$ cat config.mk
export PLATFORM = sky130hd
export DESIGN_NAME = ps2_cmd_fsm_flat
export DESIGN_NICKNAME = d
export VERILOG_FILES = /design/src/rtl/ps2_pkg.sv /design/src/rtl/ps2_cmd_fsm_if.sv /design/src/rtl/ps2_code_map.sv /design/src/rtl/ps2_cmd_fsm.sv /design/src/flat_wrapper.sv
export SDC_FILE = /design/constraint.sdc
export NUM_CORES = 1
export LEC_CHECK = 0
export BUFFER_PORTS_ARGS = -buffer_cell sky130_fd_sc_hd__buf_2
export CAP_MARGIN = 10
export CORE_ASPECT_RATIO = 1.2
export CORE_UTILIZATION = 25
export DETAILED_ROUTE_END_ITERATION = 7
export PLACE_DENSITY = 0.4
export SLEW_MARGIN = 10
export SYNTH_ARGS = -nofsm -noshare
export SYNTH_HDL_FRONTEND = slang
export SYNTH_SLANG_ARGS = --single-unit
$ cat constraint.sdc
create_clock -name clk -period 2.35 [get_ports clk]
set_input_delay 0 -clock clk [delete_from_list [all_inputs] [get_ports clk]]
set_output_delay 0 -clock clk [all_outputs]
set_load 0.01 [all_outputs]
$ cat src/rtl/ps2_pkg.sv
// Shared constants for the PS/2 scancode-to-command decoder.
// Contents:
//   - prefix byte values
//   - 9-bit {ext,byte} scan keys of the mapped keys
//   - command codes
//   - FSM state encoding
package ps2_pkg;

  // Prefix bytes seen on the PS/2 wire
  localparam logic [7:0] PS2_BREAK = 8'hF0;
  localparam logic [7:0] PS2_EXT   = 8'hE0;

  // Width of a scan key: extended flag prepended to the raw byte
  localparam int unsigned SCAN_W = 9;

  // Mapped scan keys, {ext, byte}
  localparam logic [SCAN_W-1:0] KEY_16   = 9'h016;
  localparam logic [SCAN_W-1:0] KEY_1E   = 9'h01E;
  localparam logic [SCAN_W-1:0] KEY_26   = 9'h026;
  localparam logic [SCAN_W-1:0] KEY_25   = 9'h025;
  localparam logic [SCAN_W-1:0] KEY_2E   = 9'h02E;
  localparam logic [SCAN_W-1:0] KEY_E075 = 9'h175;
  localparam logic [SCAN_W-1:0] KEY_E072 = 9'h172;

  // Command codes; 0 is reserved for "unmapped"
  localparam int unsigned CMD_UNMAPPED = 0;
  localparam int unsigned CMD_25       = 25;
  localparam int unsigned CMD_26       = 26;
  localparam int unsigned CMD_28       = 28;
  localparam int unsigned CMD_29       = 29;
  localparam int unsigned CMD_30       = 30;

  // Decoder FSM states
  typedef enum logic [1:0] {
    ST_IDLE     = 2'd0,
    ST_GOT_F0   = 2'd1,
    ST_GOT_E0   = 2'd2,
    ST_GOT_E0F0 = 2'd3
  } state_e;

endpackage : ps2_pkg

$ cat src/rtl/ps2_cmd_fsm_if.sv
// Byte-in / command-out bundle of the PS/2 command decoder.
// Signals:
//   rx_done_tick : strobe, new byte on rx_data
//   rx_data      : scancode byte
//   cmd_code     : code of the last accepted make
//   cmd_valid    : pulse, new make accepted
//   cmd_release  : pulse, held key released
//   key_held     : level, a mapped key is held
//   err_tick     : pulse, prefix timeout abort
// Modports:
//   master : byte source / command consumer side
//   slave  : the decoder
interface ps2_cmd_fsm_if #(
  parameter int unsigned CODE_W = 5
) ();

  logic              rx_done_tick;
  logic [7:0]        rx_data;
  logic [CODE_W-1:0] cmd_code;
  logic              cmd_valid;
  logic              cmd_release;
  logic              key_held;
  logic              err_tick;

  modport master (
    output rx_done_tick,
    output rx_data,
    input  cmd_code,
    input  cmd_valid,
    input  cmd_release,
    input  key_held,
    input  err_tick
  );

  modport slave (
    input  rx_done_tick,
    input  rx_data,
    output cmd_code,
    output cmd_valid,
    output cmd_release,
    output key_held,
    output err_tick
  );

endinterface : ps2_cmd_fsm_if

$ cat src/rtl/ps2_code_map.sv
// Combinational scan-key to command-code lookup.
// Ports:
//   scan_key_i : {ext, byte} scan key
//   code_o     : command code, 0 when the key is unmapped
module ps2_code_map
  import ps2_pkg::*;
#(
  parameter int unsigned CODE_W = 5
) (
  input  logic [SCAN_W-1:0] scan_key_i,
  output logic [CODE_W-1:0] code_o
);

  // Key table
  always_comb begin
    code_o = CODE_W'(CMD_UNMAPPED);
    case (scan_key_i)
      KEY_16:   code_o = CODE_W'(CMD_25);
      KEY_1E:   code_o = CODE_W'(CMD_25);
      KEY_26:   code_o = CODE_W'(CMD_25);
      KEY_25:   code_o = CODE_W'(CMD_26);
      KEY_2E:   code_o = CODE_W'(CMD_28);
      KEY_E075: code_o = CODE_W'(CMD_29);
      KEY_E072: code_o = CODE_W'(CMD_30);
      default:  code_o = CODE_W'(CMD_UNMAPPED);
    endcase
  end

endmodule : ps2_code_map

$ cat src/rtl/ps2_cmd_fsm.sv
// PS/2 scancode-to-command decoder.
// Tracks the F0/E0 prefixes, filters typematic repeat, emits one-cycle
// make/release pulses and aborts a stalled prefix after TIMEOUT_CYC idle
// cycles.
// Ports:
//   clk   : system clock, rising edge
//   reset : synchronous, active-high reset
//   bus   : slave side of ps2_cmd_fsm_if (byte in, command out)
// Parameters:
//   CODE_W      : command code width (>= 5)
//   EN_EXT      : 1 = honour the E0 prefix, 0 = E0 is an unmapped byte
//   TIMEOUT_CYC : idle cycles tolerated in a prefix state (>= 2)
//   CNT_W       : timeout counter width, 2**CNT_W > TIMEOUT_CYC
module ps2_cmd_fsm
  import ps2_pkg::*;
#(
  parameter int unsigned CODE_W      = 5,
  parameter int unsigned EN_EXT      = 1,
  parameter int unsigned TIMEOUT_CYC = 1000000,
  parameter int unsigned CNT_W       = 20
) (
  input  logic           clk,
  input  logic           reset,
  ps2_cmd_fsm_if.slave   bus
);

  localparam logic             EXT_ON   = (EN_EXT != 0);
  localparam logic [CNT_W-1:0] CNT_LAST = CNT_W'(TIMEOUT_CYC - 1);

  state_e              state_q, state_d;
  logic [CNT_W-1:0]    cnt_q, cnt_d;
  logic [SCAN_W-1:0]   last_scan_q, last_scan_d;
  logic [CODE_W-1:0]   code_q, code_d;
  logic                valid_q, valid_d;
  logic                release_q, release_d;
  logic                held_q, held_d;
  logic                err_q, err_d;

  logic [SCAN_W-1:0]   scan_key_c;
  logic [CODE_W-1:0]   map_code_c;
  logic                make_c;
  logic                break_c;
  logic                match_c;

  // Extended flag comes from the prefix state the byte lands in
  assign scan_key_c = {(state_q == ST_GOT_E0) || (state_q == ST_GOT_E0F0),
                       bus.rx_data};

  // Same key as the one currently held
  assign match_c = held_q && (last_scan_q == scan_key_c);

  ps2_code_map #(
    .CODE_W (CODE_W)
  ) u_code_map (
    .scan_key_i (scan_key_c),
    .code_o     (map_code_c)
  );

  // State and output registers
  always_ff @(posedge clk) begin
    if (reset) begin
      state_q     <= ST_IDLE;
      cnt_q       <= '0;
      last_scan_q <= '0;
      code_q      <= '0;
      valid_q     <= 1'b0;
      release_q   <= 1'b0;
      held_q      <= 1'b0;
      err_q       <= 1'b0;
    end else begin
      state_q     <= state_d;
      cnt_q       <= cnt_d;
      last_scan_q <= last_scan_d;
      code_q      <= code_d;
      valid_q     <= valid_d;
      release_q   <= release_d;
      held_q      <= held_d;
      err_q       <= err_d;
    end
  end

  // Next-state, timeout and make/break handling
  always_comb begin
    state_d     = state_q;
    cnt_d       = cnt_q;
    last_scan_d = last_scan_q;
    code_d      = code_q;
    held_d      = held_q;
    valid_d     = 1'b0;
    release_d   = 1'b0;
    err_d       = 1'b0;
    make_c      = 1'b0;
    break_c     = 1'b0;

    if (bus.rx_done_tick) begin
      // A byte always wins over a coincident terminal count
      cnt_d = '0;
      case (state_q)
        ST_IDLE: begin
          if (bus.rx_data == PS2_BREAK) begin
            state_d = ST_GOT_F0;
          end else if (EXT_ON && (bus.rx_data == PS2_EXT)) begin
            state_d = ST_GOT_E0;
          end else begin
            make_c = 1'b1;
          end
        end
        ST_GOT_E0: begin
          if (bus.rx_data == PS2_BREAK) begin
            state_d = ST_GOT_E0F0;
          end else if (bus.rx_data != PS2_EXT) begin
            make_c  = 1'b1;
            state_d = ST_IDLE;
          end
        end
        ST_GOT_F0: begin
          if (bus.rx_data != PS2_BREAK) begin
            break_c = 1'b1;
            state_d = ST_IDLE;
          end
        end
        ST_GOT_E0F0: begin
          if ((bus.rx_data != PS2_BREAK) && (bus.rx_data != PS2_EXT)) begin
            break_c = 1'b1;
            state_d = ST_IDLE;
          end
        end
        default: state_d = ST_IDLE;
      endcase
    end else if (state_q == ST_IDLE) begin
      cnt_d = '0;
    end else if (cnt_q == CNT_LAST) begin
      // Truncated prefix: drop it, keep the held key untouched
      state_d = ST_IDLE;
      cnt_d   = '0;
      err_d   = 1'b1;
    end else begin
      cnt_d = cnt_q + CNT_W'(1);
    end

    // Repeat of the held key is typematic and stays silent
    if (make_c && (map_code_c != '0) && !match_c) begin
      code_d      = map_code_c;
      valid_d     = 1'b1;
      held_d      = 1'b1;
      last_scan_d = scan_key_c;
    end

    if (break_c && match_c) begin
      held_d    = 1'b0;
      release_d = 1'b1;
    end
  end

  assign bus.cmd_code    = code_q;
  assign bus.cmd_valid   = valid_q;
  assign bus.cmd_release = release_q;
  assign bus.key_held    = held_q;
  assign bus.err_tick    = err_q;

endmodule : ps2_cmd_fsm

$ cat src/flat_wrapper.sv
// flat-port wrapper written by rule: the top's interface ports become plain ports
module ps2_cmd_fsm_flat import ps2_pkg::*;
#(
  parameter int unsigned CODE_W      = 5,
  parameter int unsigned EN_EXT      = 1,
  parameter int unsigned TIMEOUT_CYC = 1000000,
  parameter int unsigned CNT_W       = 20
)
  (clk, reset, bus_rx_done_tick, bus_rx_data, bus_cmd_code, bus_cmd_valid, bus_cmd_release, bus_key_held, bus_err_tick);
  ps2_cmd_fsm_if #(.CODE_W(CODE_W)) bus_i ();
  input  logic clk;
  input  logic reset;
  input wire logic [$bits(bus_i.rx_done_tick)-1:0] bus_rx_done_tick;
  input wire logic [$bits(bus_i.rx_data)-1:0] bus_rx_data;
  output wire logic [$bits(bus_i.cmd_code)-1:0] bus_cmd_code;
  output wire logic [$bits(bus_i.cmd_valid)-1:0] bus_cmd_valid;
  output wire logic [$bits(bus_i.cmd_release)-1:0] bus_cmd_release;
  output wire logic [$bits(bus_i.key_held)-1:0] bus_key_held;
  output wire logic [$bits(bus_i.err_tick)-1:0] bus_err_tick;
  assign bus_i.rx_done_tick = bus_rx_done_tick;
  assign bus_i.rx_data = bus_rx_data;
  assign bus_cmd_code = bus_i.cmd_code;
  assign bus_cmd_valid = bus_i.cmd_valid;
  assign bus_cmd_release = bus_i.cmd_release;
  assign bus_key_held = bus_i.key_held;
  assign bus_err_tick = bus_i.err_tick;
  ps2_cmd_fsm #(.CODE_W(CODE_W), .EN_EXT(EN_EXT), .TIMEOUT_CYC(TIMEOUT_CYC), .CNT_W(CNT_W)) u_core (.clk(clk), .reset(reset), .bus(bus_i));
endmodule
Yosys cells after proc, flatten, opt, wreduce, memory -nomap -nowiden
Index checks and enable logic that the tools add are counted.
Word-level totals
  bits in writable memories: 0
  memories kept: 0
  ROM bits: 0
  output and inout port bits: 9
  bits in latches: 0
  logic and storage cells: 69
  register bits: 40
Operators by class
  multiplexer cells: 24
  $mul: 0
  shift-type cells: 0
  bitwise operators: 0
  add/subtract/negate cells: 1
  div/mod/pow operators: 0
  equality and inequality tests: 21
  $lt $le $gt $ge: 0
  reduce and logical (&&, ||, !) cells: 15
Operators with widths (number)
  equality test 9 x 6 -> 1 bit (second input constant): 3
  one-hot mux 5 bit (5 select lines): 1
  adder 20 x 1 -> 20 bit (second input constant): 1
  equality test 20 bit (second input constant): 1
  equality test 9 x 5 -> 1 bit (second input constant): 2
  equality test 9 bit (second input constant): 2
  2-to-1 mux 2 bit: 9
  equality test 8 bit (second input constant): 2
  != test 8 bit (second input constant): 2
  2-to-1 mux 1 bit: 11
  equality test 9 bit: 1
  one-hot mux 2 bit (4 select lines): 1
  AND reduction 6 bit: 1
  OR reduction 3 bit: 2
  logical AND 1 bit: 5
  nonzero test 5 bit: 1
  equality test 2 bit (second input constant): 2
  != test 4 bit (second input constant): 1
  one-hot mux 1 bit (2 select lines): 2
  OR reduction 4 bit: 1
  != test 3 x 1 -> 1 bit (second input constant): 1
  != test 3 x 2 -> 1 bit (second input constant): 1
  != test 3 bit (second input constant): 1
  equality test 2 x 1 -> 1 bit (second input constant): 1
  other kinds (6): 6

Logic depth before layout (Yosys ltp)
Gate-level depths: netlist of run 1.
  depth in word-level cells: 9
  gate-level depth with buffers: 8
  mapped depth without buffers: 7

Hierarchy
Synthesis of run 1 repeated with hierarchy kept, for this count alone.
Second synthesis, totals
  cell total of the unflattened synthesis: 231
  area total of the unflattened synthesis: 2065.7 um^2
Modules (own cells, without submodules)
  ps2_cmd_fsm: times used 1, cells each 210, seq. area each 800.8 um^2, area each 1899.3 um^2
  ps2_code_map: times used 1, cells each 21, seq. area each 0.0 um^2, area each 166.4 um^2

Worst setup path after synthesis of run 1
No wires, ideal clock.
  path kind: register to register
  start point: register u_core.state_q[1]
  end point: register u_core.code_q[2], in the netlist u_core.bus.cmd_code[2]
  setup time: 0.131 ns
  arrival time: 2.173 ns
  setup slack: 0.046 ns
  path buffers: 1
  stages on the path, launching flop included: 8
  cells stage by stage: dfxtp_1 buf_6 or4b_4 or4b_1 a21o_1 a211o_2 nor2_4 a311oi_1
On the way
  cells in the longest elaborated chain, start to end: 8
  elaborated cells on any way between the ends: 21
  those cells by class: eq/ne: 10; mux: 3; reduce/logical: 8
RTL lines
  from (decl): RTL line ps2_cmd_fsm.sv:30  | state_e state_q, state_d;
  from (signal assigned): RTL line ps2_cmd_fsm.sv:71  | state_q <= state_d;
  equality test 2 bit, on equally long branches: RTL line ps2_cmd_fsm.sv:46, ps2_cmd_fsm.sv:98
  logical OR 1 bit: RTL line ps2_cmd_fsm.sv:46  | assign scan_key_c = {(state_q == ST_GOT_E0) || (state_q == ST_GOT_E0F0),
  equality test 9 x 6 -> 1 bit or equality test 9 x 5 -> 1 bit (tied branches): RTL line ps2_code_map.sv:17  | case (scan_key_i)
  OR reduction 3 bit (no source line)
  one-hot mux 5 bit (5 select lines): RTL line ps2_code_map.sv:17
  nonzero test 5 bit: RTL line ps2_cmd_fsm.sv:142  | if (make_c && (map_code_c != '0) && !match_c) begin
  logical AND 1 bit (2 in a row): RTL line ps2_cmd_fsm.sv:142
  to (signal assigned): RTL line ps2_cmd_fsm.sv:74  | code_q <= code_d;
  to (decl): RTL line ps2_cmd_fsm.sv:33  | logic [CODE_W-1:0] code_q, code_d;
Parallel ways exist; a longest one is shown, timed or not.
A chain may end at the register's enable or synchronous reset.

Worst setup path in the final report of run 1
Same ends and word-level chain as after synthesis.

==> metrics.md, run 1 <==
| Metric | Value |
|---|---|
| Status | complete, no violations |
| Initial antenna violation count | 0 |
| IO Port Bufs | 19 |
| Max Cap Viol | 0 |
| Syn. warnings | 0 |
| TritonCTS clock tree | built |
| Reg clk slew, reported paths | 0.08 ns |
| Top cells by area, synth | dfxtp_1 42%, xnor2_1 7.0%, nor2_1 6.8% |
| Post-synth cell types | 41 |
| Later-pin clock latency in the skew report | 0.28 ns |
| Clk root buf | clkbuf_8 |
| Number of fill cells | 782 |
| CP bufs+invs | 0 |
| GRT Util Overall | 0.119 |
| Worst Clk Skew | 0.00404 ns |
| Worst Path Required | 2.51 ns |
| Crit-path cells | or4b_4, or4b_1, a21o_1, a211o_4, nor2_4, a311oi_1 |
| Pin count of the biggest net entering global routing | 22 |
| Slew HR | 0.645 |
| Vias | 1,531 |
| Peak supply drop | 0.000253 V |
| Area leader, netlist | dfxtp_1 |
| Hold Fails Final Rpt | 0 |
| RSZ-0062 raised after global routing | yes |
| Core area | 7270 um2 |
| Post-synth EDFFs | 0 |
| Worst EP arrival | 2.44 ns |
| Power per cell area | 556 nW/um2 |
| Critical path's largest stage delay | 0.47 ns |
| Max-slew violation count | 0 |
| Syn Nets | 229 |
| Routed len/inst | 12.8 um |
| Setup Crit Path Kind | reg -> reg |
| Post-detail-place hpwl | 3090 um |
| Synth top area share | 0.415 |
| Dpl ws | 0.0413 ns |
| Critical-path maximum fanout | 7 |
| Residual DRC | 0 |
| Drt total wl | 4250 um |
| Vias in the first global route | 1,557 |
| Initial core utilization | 0.258 |
| Worst Hold Class | in -> reg |
| Synthesized cell area | 1880 um2 |
| CTS max path bufs | 2 |
| Leakage power | 0.732 nW |
| Final setup margin | 0.0706 ns |
| # H-tree levels | 2 |
| ANT cells | 0 |
| Mapped Cells | 217 |
| CP delay by family, top | simple AND/OR/NAND/NOR gates |
| Via density | 4.63 |
| Seq cells post-synth | 39 |
| Chip height | 97.0 um |
| Sequential element share of the synthesized area | 0.415 |
| Final-stage net count | 252 |
| Die Area | 7870 um2 |
| Worst-Margin Slew | 0.528 ns |
| Setup violators final | 0 |
| Ys async rst share | 0 |
| Grt total ovfl | 0 |
| Fmax | 0.439 GHz |
| Layout Area Growth over Synthesis | 16.8% |
| Gpl congestion | 0.717 |
| Initial DRT Pass Iterations | 3 |
| Clock sink total | 39 |
| Rows | 34 |
| Layout cells sized above 1 | 0.191 |
| CP startpoint kind | register |
| Post-CTS Setup Repair Bufs | 0 |
| Most frequent cells in the layout | 38 x dfxtp_1, 34 x nor2_1, 19 x buf_2 |
| Fin area | 2190 um2 |
| CP max-delay cell | or4b_4 |
| Placed instance area | 2070 um2 |
| Io pins | 20 |
| Starting DRT DRC Count | 46 |
| Top FF cell, synth | dfxtp_1 |
| Most common cell after layout, fill and taps aside | dfxtp_1 |
| Total CTS buffers | 5 |
| Die width | 81.1 um |
| Tmin final | 2.28 ns |
| Internal reg-to-reg setup slack | 0.07 ns |
| Final ANT Viol Nets | 0 |
| CP endpoint kind | register |
| First-pass GRT wire length | 7270 um |
| Mapped Avg Cell Area | 8.66 um2 |
| Final period util | 0.970 |
==> state kept, by name, summed over array words and instances (netlist names) <==
signal                  count
u_core.bus.cmd_valid        1
u_core.bus.key_held         1
u_core.bus.cmd_code         4
u_core.cnt_q               20
u_core.bus.err_tick         1
u_core.bus.cmd_release      1
u_core.last_scan_q          9
u_core.state_q              2
==> metrics by stage <==
step	power, mW	instances	setup TNS [ns]	utilization	hold WS (ns)
6_report	1.22	331	0	0.302	0.0317
5_1_grt	1.28	331	-0.00129	0.302	0.0526
4_1_cts	1.25	331	0	0.300	0.0214
3_5_place_dp	0.738	322	0	0.285	0.310
3_3_place_gp	0.740	322	0	0.285	0.307
2_1_floorplan	0.712	217	0	-	0.0966
==> final timing paths <==
check | cells after the start | to | startpoint
worst max register to register | 6 | u_core.bus.cmd_code[2] | u_core.state_q[1]
worst max-delay path | 6 | u_core.bus.cmd_code[2] | u_core.state_q[1]
worst min-delay path | 3 | u_core.last_scan_q[2] | bus_rx_data[2]
worst min register to register | 1 | u_core.cnt_q[0] | u_core.cnt_q[0]
==> repair_timing <==
action	in CTS	in global routing
resized for setup	0	5
hold endpoints to repair	1	0
endpoints found under the setup margin	0	12
hold buffers	1	0
==> cell families (layout without fill, tap and decap cells) <==
logic type | after synthesis | count (layout) | synth area share
buffers and inverters | 14 | 38 | 0.0419
xor gates and xnor gates | 27 | 27 | 0.126
adders and majority gates | 1 | 1 | 0.00666
AOI/OAI and AO/OA | 33 | 33 | 0.115
DFF | 39 | 39 | 0.415
and+or+nand+nor | 103 | 103 | 0.296
==> Yosys cell counts, types with 2 or more instances <==
| cell type | number |
|---|---|
| or2_2 | 2 |
| nor4b_1 | 3 |
| xnor2_1 | 15 |
| nor2_1 | 34 |
| nand3_1 | 17 |
| inv_1 | 3 |
| nor3b_1 | 2 |
| a21oi_1 | 12 |
| dfxtp_1 | 39 |
| a211oi_2 | 2 |
| and4_1 | 4 |
| nand4b_1 | 2 |
| xor2_1 | 12 |
| nand2_1 | 10 |
| a211oi_1 | 2 |
| and3_1 | 2 |
| nand2b_1 | 6 |
| buf_6 | 3 |
| nand4_1 | 5 |
| o21ai_0 | 10 |
| clkbuf_1 | 7 |
| nor3_1 | 6 |
==> layer usage <==
metal  wire length, um  GRT usage
met5                 0          0
met4                42     0.0385
met3               129     0.0264
met2              2100      0.200
met1              1970      0.147
==> power by group <==
part           switching, mW  internal, mW
logic                 0.0352        0.0261
clock network          0.229         0.268
registers            0.00102         0.662
total                  0.265         0.956
==> worst register-to-register path, cell delays in order (launching register included) <==
cell,delay (ns)
dfxtp_2,0.33
or4b_4,0.47
or4b_1,0.47
a21o_1,0.21
a211o_4,0.38
nor2_4,0.19
a311oi_1,0.12
==> area by class of cell <==
type                    instances  area (um2)  share of cell area
flip-flops and latches         39         782               0.356
multi-input cells             164        1030               0.470
clock buffers                   8         100              0.0456
well taps                      90         113              0.0513
repair buffers                 27         158              0.0718
inverters                       3        11.3             0.00513
Power figures use the tool's default switching activity.
==> inputs of run 2 (changes only) <==
--- a/config.mk
+++ b/config.mk
@@ -5,12 +5,13 @@
 export SDC_FILE = /design/constraint.sdc
 export NUM_CORES = 1
 export LEC_CHECK = 0
+export ABC_AREA = 1
 export BUFFER_PORTS_ARGS = -buffer_cell sky130_fd_sc_hd__buf_2
 export CAP_MARGIN = 10
 export CORE_ASPECT_RATIO = 1.2
 export CORE_UTILIZATION = 25
 export DETAILED_ROUTE_END_ITERATION = 7
-export PLACE_DENSITY = 0.4
+export PLACE_DENSITY = 0.39
 export SLEW_MARGIN = 10
 export SYNTH_ARGS = -nofsm -noshare
 export SYNTH_HDL_FRONTEND = slang
==> run 2 against run 1 <==
Compared with the run above: clock skew increased by 0.0025 ns; hold slack improved by 0.016 ns; critical path depth increased by 4; first-iteration DRC count increased by 120%; non-clock buffer count decreased by 2; sequential share of layout area decreased by 6.8 points; fmax increased by 25%; clock-buffer cell count decreased by 3; global-route usage increased by 2.2 points; total power increased by 14%; critical path type unchanged; critical endpoint is now u_core.last_scan_q[3]; largest cell class unchanged; largest power group unchanged.
==> metrics.md, run 2 <==
| Metric | Value |
|---|---|
| Post-synth EDFFs | 0 |
| Hold Crit Depth | 4 |
| Reg-to-Reg End | u_core.last_scan_q[3] |
| Io pins | 20 |
| Met3 Use GR | 0.0323 |
| Initial core utilization | 0.259 |
| IO Port Bufs | 19 |
| Setup Crit Path Kind | reg -> reg |
| Area leader, netlist | dfxtp_1 |
| Grt total ovfl | 0 |
| WHS Endpoint | u_core.last_scan_q[0] |
| Post-detail-place hpwl | 4950 um |
| Leakage power | 1.15 nW |
| Syn Nets | 389 |
| Layout Area Growth over Synthesis | 15.2% |
| Final total power | 1.39 mW |
| Max Cap Viol | 0 |
| Most common cell after layout, fill and taps aside | nand2_1 |
| CTS max path bufs | 2 |
| Worst Path Required | 2.59 ns |
| Core area | 9080 um2 |
| Clk root buf | clkbuf_8 |
| Via density | 4.37 |
| Util after Layout | 0.298 |
| Rows | 38 |
| Worst Clk Skew | 0.00653 ns |
| Top reg by flops | u_core.cnt_q |
| Max-slew violation count | 0 |
| CP startpoint kind | register |
| Status | complete, no violations |
| Worst Hold Class | in -> reg |
| CP dominant cell by count | nand2_1 |
| Initial DRT Pass Iterations | 4 |
| ANT cells | 0 |
| RSZ-0062 raised after global routing | no |
| Mapped Avg Cell Area | 6.24 um2 |
| Starting DRT DRC Count | 100 |
| Grt met2 use | 0.269 |
| Tmin final | 1.83 ns |
| GRT Util Overall | 0.141 |
| Peak supply drop | 0.000204 V |
| Vias | 2,278 |
| Later-pin clock latency in the skew report | 0.30 ns |
| Setup violators final | 0 |
| Post-synth top cells | 96 x nand2_1, 62 x nor2_1, 51 x inv_1 |
| Slew HR | 0.706 |
| Critical path's largest stage delay | 0.50 ns |
| Post-synth cell types | 31 |
| Fmax | 0.547 GHz |
| First-pass GRT wire length | 10,900 um |
| Finished Layout Cells | 521 |
| Drt total wl | 6270 um |
| Hold path start | bus_rx_data[1] |
| Residual DRC | 0 |
| Met1 GRT Util | 0.154 |
| CTS Hold Bufs | 3 |
| Routed len/inst | 12.0 um |
| Synth top area share | 0.332 |
| Most common cell in the synthesized netlist | nand2_1 |
| Internal reg-to-reg setup slack | 0.52 ns |
| Setup TNS | 0 ns |
| Reg2reg start | u_core.state_q[1] |
| Clock sink total | 39 |
| Chip height | 108 um |
| Most frequent cells in the layout | 96 x nand2_1, 62 x nor2_1, 51 x inv_1 |
| Cts repair resizes | 0 |
| Ys async rst share | 0 |
| Synthesized cell area | 2350 um2 |
| Initial antenna violation count | 0 |
| GRT Max-Usage Layer | met2 |
| Vias in the first global route | 2,284 |
| Top cells by area, synth | dfxtp_1 33%, nand2_1 15%, nor2_1 9.9% |
| Power per cell area | 514 nW/um2 |
| CP delay by family, top | simple AND/OR/NAND/NOR gates |
| Gpl congestion | 0.762 |
| Hold_ws | 0.0475 ns |
| Worst reg-to-reg path cell count | 10 |
| Seq cells post-synth | 39 |
| Cells after DPL | 510 |
| Max FFs per register | 20 |
| TritonCTS clock tree | built |
| Post-CTS Setup Repair Bufs | 0 |
| Final ANT Viol Nets | 0 |
| Reg clk slew, reported paths | 0.08 ns |
| Hold Fails Final Rpt | 0 |
| Top FF cell, synth | dfxtp_1 |
| Die width | 90.5 um |
| Syn. warnings | 0 |
| Worst EP arrival | 2.07 ns |
| # H-tree levels | 2 |
| Pin count of the biggest net entering global routing | 16 |
| CP max-delay cell | dfxtp_1 |
| Worst-Margin Slew | 0.439 ns |
| Layout cells sized above 1 | 0.155 |
| Critical-path maximum fanout | 15 |
| Crit-path cells | inv_2, nand2_1, nand2_1, nand3_1, nor2_1, nand2_1, nand3_4, nand2_1, inv_1, nor2_1 |
| Sequential element share of the synthesized area | 0.332 |
| Mapped Cells | 377 |
| Final period util | 0.778 |
| Total CTS buffers | 5 |
| Final-stage net count | 412 |
| CP bufs+invs | 2 |
| Die Area | 9800 um2 |
| CP endpoint kind | register |
-- run 2: changes by cell type after synthesis, sizes merged, moves of 4 or more --
cell,previous run,this run
nand2b,6,0
nor2,35,70
nor3,6,13
nand2,10,107
inv,3,58
xnor2,15,2
nand4,5,16
nand3,17,25
xor2,12,4
and4,4,0
-- run 2: kinds of logic (layout without fill, tap and decap cells) --
group | Yosys count | count (layout) | share of synthesized area
adders and majority gates | 1 | 1 | 0.00532
AOI/OAI and AO/OA | 21 | 21 | 0.0458
DFF | 39 | 39 | 0.332
and+or+nand+nor | 243 | 243 | 0.480
xor gates and xnor gates | 6 | 6 | 0.0224
buffers and inverters | 67 | 91 | 0.115
-- run 2: cell type report --
class,instances,area [um2]
fill,1053,6370
multi-input combinational,271,1300
sequential,39,781
inverter,58,218
tap,120,150
timing repair buffer,25,148
clock buffer,5,68.8
clock inverter,3,43.8
-- run 2: worst max path at each step --
stage,from,endpoint,depth (start not counted)
after floorplan,u_core.state_q[1],u_core.bus.cmd_code[0],12
after global placement,u_core.state_q[1],u_core.last_scan_q[2],10
after detailed placement,u_core.state_q[1],u_core.last_scan_q[4],10
after CTS,u_core.state_q[1],u_core.last_scan_q[3],10
after global routing,u_core.state_q[1],u_core.last_scan_q[1],10
final,u_core.state_q[1],u_core.last_scan_q[3],10
-- run 2: through the flow --
stage          worst slack [ns]  area (um2)
3_3_place_gp              0.524        2570
5_1_grt                   0.255        2710
2_1_floorplan             0.919        2350
3_5_place_dp              0.527        2570
6_report                  0.522        2710
4_1_cts                   0.489        2710
-- run 2: worst reg2reg max path, cell delays in order (launching register included) --
cell,delay [ns]
dfxtp_1,0.50
inv_2,0.12
nand2_1,0.08
nand2_1,0.06
nand3_1,0.09
nor2_1,0.05
nand2_1,0.33
nand3_4,0.29
nand2_1,0.13
inv_1,0.04
nor2_1,0.09
-- run 2: per-layer routing --
layer / up-vias / share of wire
li1: 1223 / -
met1: 1025 / 0.43
met2: 21 / 0.53
met3: 9 / 0.028
met4: 0 / 0.020
met5: - / 0
-- run 2: power by group --
group	internal [mW]	switching [mW]	total [mW]	leakage, nW
registers	0.667	0.00820	0.675	0.314
logic	0.0454	0.0915	0.137	0.773
clock network	0.316	0.265	0.581	0.0581
==> inputs of run 3 (changes only) <==
==> constraint.sdc (replaced) <==
create_clock -name clk -period 1.6 [get_ports clk]
set_input_delay 0 -clock clk [delete_from_list [all_inputs] [get_ports clk]]
set_output_delay 0 -clock clk [all_outputs]
set_load 0.01 [all_outputs]
==> run 3 against run 2 <==
Compared with the run above: die area stayed put; final area is 4.7% higher; cell count is 2.1% higher; sequential share of layout area is 1.0 points lower; combinational power is 61% higher; sequential power is 47% higher; non-clock buffer count is 10 higher; first-iteration DRC count is 39% lower; critical path type unchanged.
==> metrics.md, run 3 (synthesis gave the netlist of run 2 again) <==
| Metric | Value |
|---|---|
| Via density | 4.43 |
| Hold Fails Final Rpt | 0 |
| Gpl congestion | 0.827 |
| Post-detail-place hpwl | 4900 um |
| Fmax | 0.679 GHz |
| Layout cells sized above 1 | 0.218 |
| Worst EP arrival | 1.70 ns |
| Most common cell after layout, fill and taps aside | nand2_1 |
| Pin count of the biggest net entering global routing | 15 |
| CTS max path bufs | 2 |
| Top reg by flops | u_core.cnt_q |
| Setup Crit Path Kind | reg -> reg |
| Worst-Margin Slew | 0.292 ns |
| IO Port Bufs | 19 |
| Tmin final | 1.47 ns |
| CP startpoint kind | register |
| Clock sink total | 39 |
| Core area | 9080 um2 |
| Internal reg-to-reg setup slack | 0.13 ns |
| Vias | 2,356 |
| Total CTS buffers | 5 |
| Final ANT Viol Nets | 0 |
| Residual DRC | 0 |
| Worst Path Required | 1.83 ns |
| Power per cell area | 666 nW/um2 |
| CP max-delay cell | dfxtp_1 |
| Crit-path cells | nand4_1, nor3_1, nand2_1, or2_2, a21oi_1 |
| Max-slew violation count | 0 |
| Setup violators final | 0 |
| Die Area | 9800 um2 |
| Initial DRT Pass Iterations | 5 |
| Drt total wl | 6460 um |
| Placed instance area | 2640 um2 |
| GRT Util Overall | 0.142 |
| Initial core utilization | 0.259 |
| Routed len/inst | 12.1 um |
| First-pass GRT wire length | 11,000 um |
| Most frequent cells in the layout | 94 x nand2_1, 58 x nor2_1, 50 x inv_1 |
| Reg2reg start | u_core.cnt_q[12] |
| Final total power | 1.89 mW |
| Number of fill cells | 1,009 |
| Chip height | 108 um |
| Final period util | 0.920 |
| CP delay by family, top | simple AND/OR/NAND/NOR gates |
| Peak supply drop | 0.000319 V |
| Fin area | 2840 um2 |
| Final-stage net count | 423 |
| Worst reg-to-reg path cell count | 5 |
| Clk root buf | clkbuf_8 |
| Critical path's largest stage delay | 0.50 ns |
| Reg clk slew, reported paths | 0.09 ns |
| Status | complete, no violations |
| CP endpoint kind | register |
| Later-pin clock latency in the skew report | 0.29 ns |
| Worst Clk Skew | 0.0117 ns |
| Vias in the first global route | 2,366 |
| Grt total ovfl | 0 |
| # H-tree levels | 2 |
| Leakage power | 1.18 nW |
| Worst Hold Class | in -> reg |
| Slew HR | 0.805 |
| Max Cap Viol | 0 |
| TritonCTS clock tree | built |
| Io pins | 20 |
| Hold path start | bus_rx_data[1] |
| Initial antenna violation count | 0 |
| Starting DRT DRC Count | 61 |
| Layout Area Growth over Synthesis | 20.6% |
| Hold Crit Depth | 4 |
| Critical-path maximum fanout | 8 |
| Reg-to-Reg End | u_core.cnt_q[19] |
| Max FFs per register | 20 |
| Die width | 90.5 um |
| ANT cells | 0 |
| WHS Endpoint | u_core.last_scan_q[0] |
| CP bufs+invs | 0 |
| Rows | 38 |
==> run 3: cell count changes in the layout (fill, tap and decap cells not counted), moves of 3 or more <==
cell / previous run / this run
nor2_1: 62 / 58
nor3_2: 0 / 3
buf_4: 3 / 14
dfxtp_1: 39 / 35
dfxtp_2: 0 / 3
nor3_1: 13 / 10
==> run 3: power by group <==
group	leakage, nW	internal (mW)	switching (mW)	total [mW]
Sequential	0.317	0.980	0.0114	0.991
Clock	0.0412	0.305	0.371	0.676
Combinational	0.822	0.0776	0.142	0.220
==> run 3: repair_timing <==
item                                    CTS  global route
hold buffers                              2             0
setup buffers                             0             1
resized for setup                         0            22
pin swaps                                 0             1
endpoints found under the hold margin     5             0
gates cloned                              1             0
endpoints found under the setup margin   10            24
==> run 3: final cells by class <==
class                           instances  area (um2)  share of cell area
Clock inverter                          2        12.5             0.00441
Multi-Input combinational cell        272        1370               0.484
Tap cell                              120         150              0.0530
Inverter                               58         220              0.0777
Timing Repair Buffer                   35         220              0.0777
Sequential cell                        39         788               0.278
Clock buffer                            6        72.6              0.0256
==> run 3: per-layer routing <==
metal / vias to the layer above / global-route usage / wire length, um
met5: - / 0 / 0
met4: 0 / 0.0449 / 92
met3: 8 / 0.0246 / 163
met2: 36 / 0.270 / 3380
met1: 1063 / 0.160 / 2830
li1: 1249 / - / -
==> run 3: worst max path at each step <==
stage                                  from                      to  slack [ns]  depth (start not counted)
final                      u_core.cnt_q[12]        u_core.cnt_q[19]        0.13                          5
after CTS                 u_core.state_q[1]  u_core.bus.cmd_code[1]      -0.007                         11
after global routing       u_core.cnt_q[12]       u_core.state_q[0]       -0.04                          9
after detailed placement  u_core.state_q[1]   u_core.last_scan_q[6]      -0.005                         11
after floorplan           u_core.state_q[1]  u_core.bus.cmd_code[0]        0.17                         12
after global placement    u_core.state_q[1]   u_core.last_scan_q[1]       -0.01                         11
==> run 3: through the flow <==
step	instances	setup WS [ns]	hold slack (ns)	util	TNS [ns]
after floorplan	377	0.169	0.0661	-	0
after global placement	520	-0.0130	0.231	0.291	-0.0422
after detailed placement	520	-0.00524	0.217	0.291	-0.0201
after CTS	531	-0.00656	0.0473	0.304	-0.0133
after global routing	532	-0.0428	0.0846	0.312	-0.107
final	532	0.128	0.0628	0.312	0
==> run 3: tightest hold or removal path, stage by stage <==
cell	delay [ns]
buf_2	0.13
nand4_1	0.09
nand2_1	0.06
nor2_1	0.03
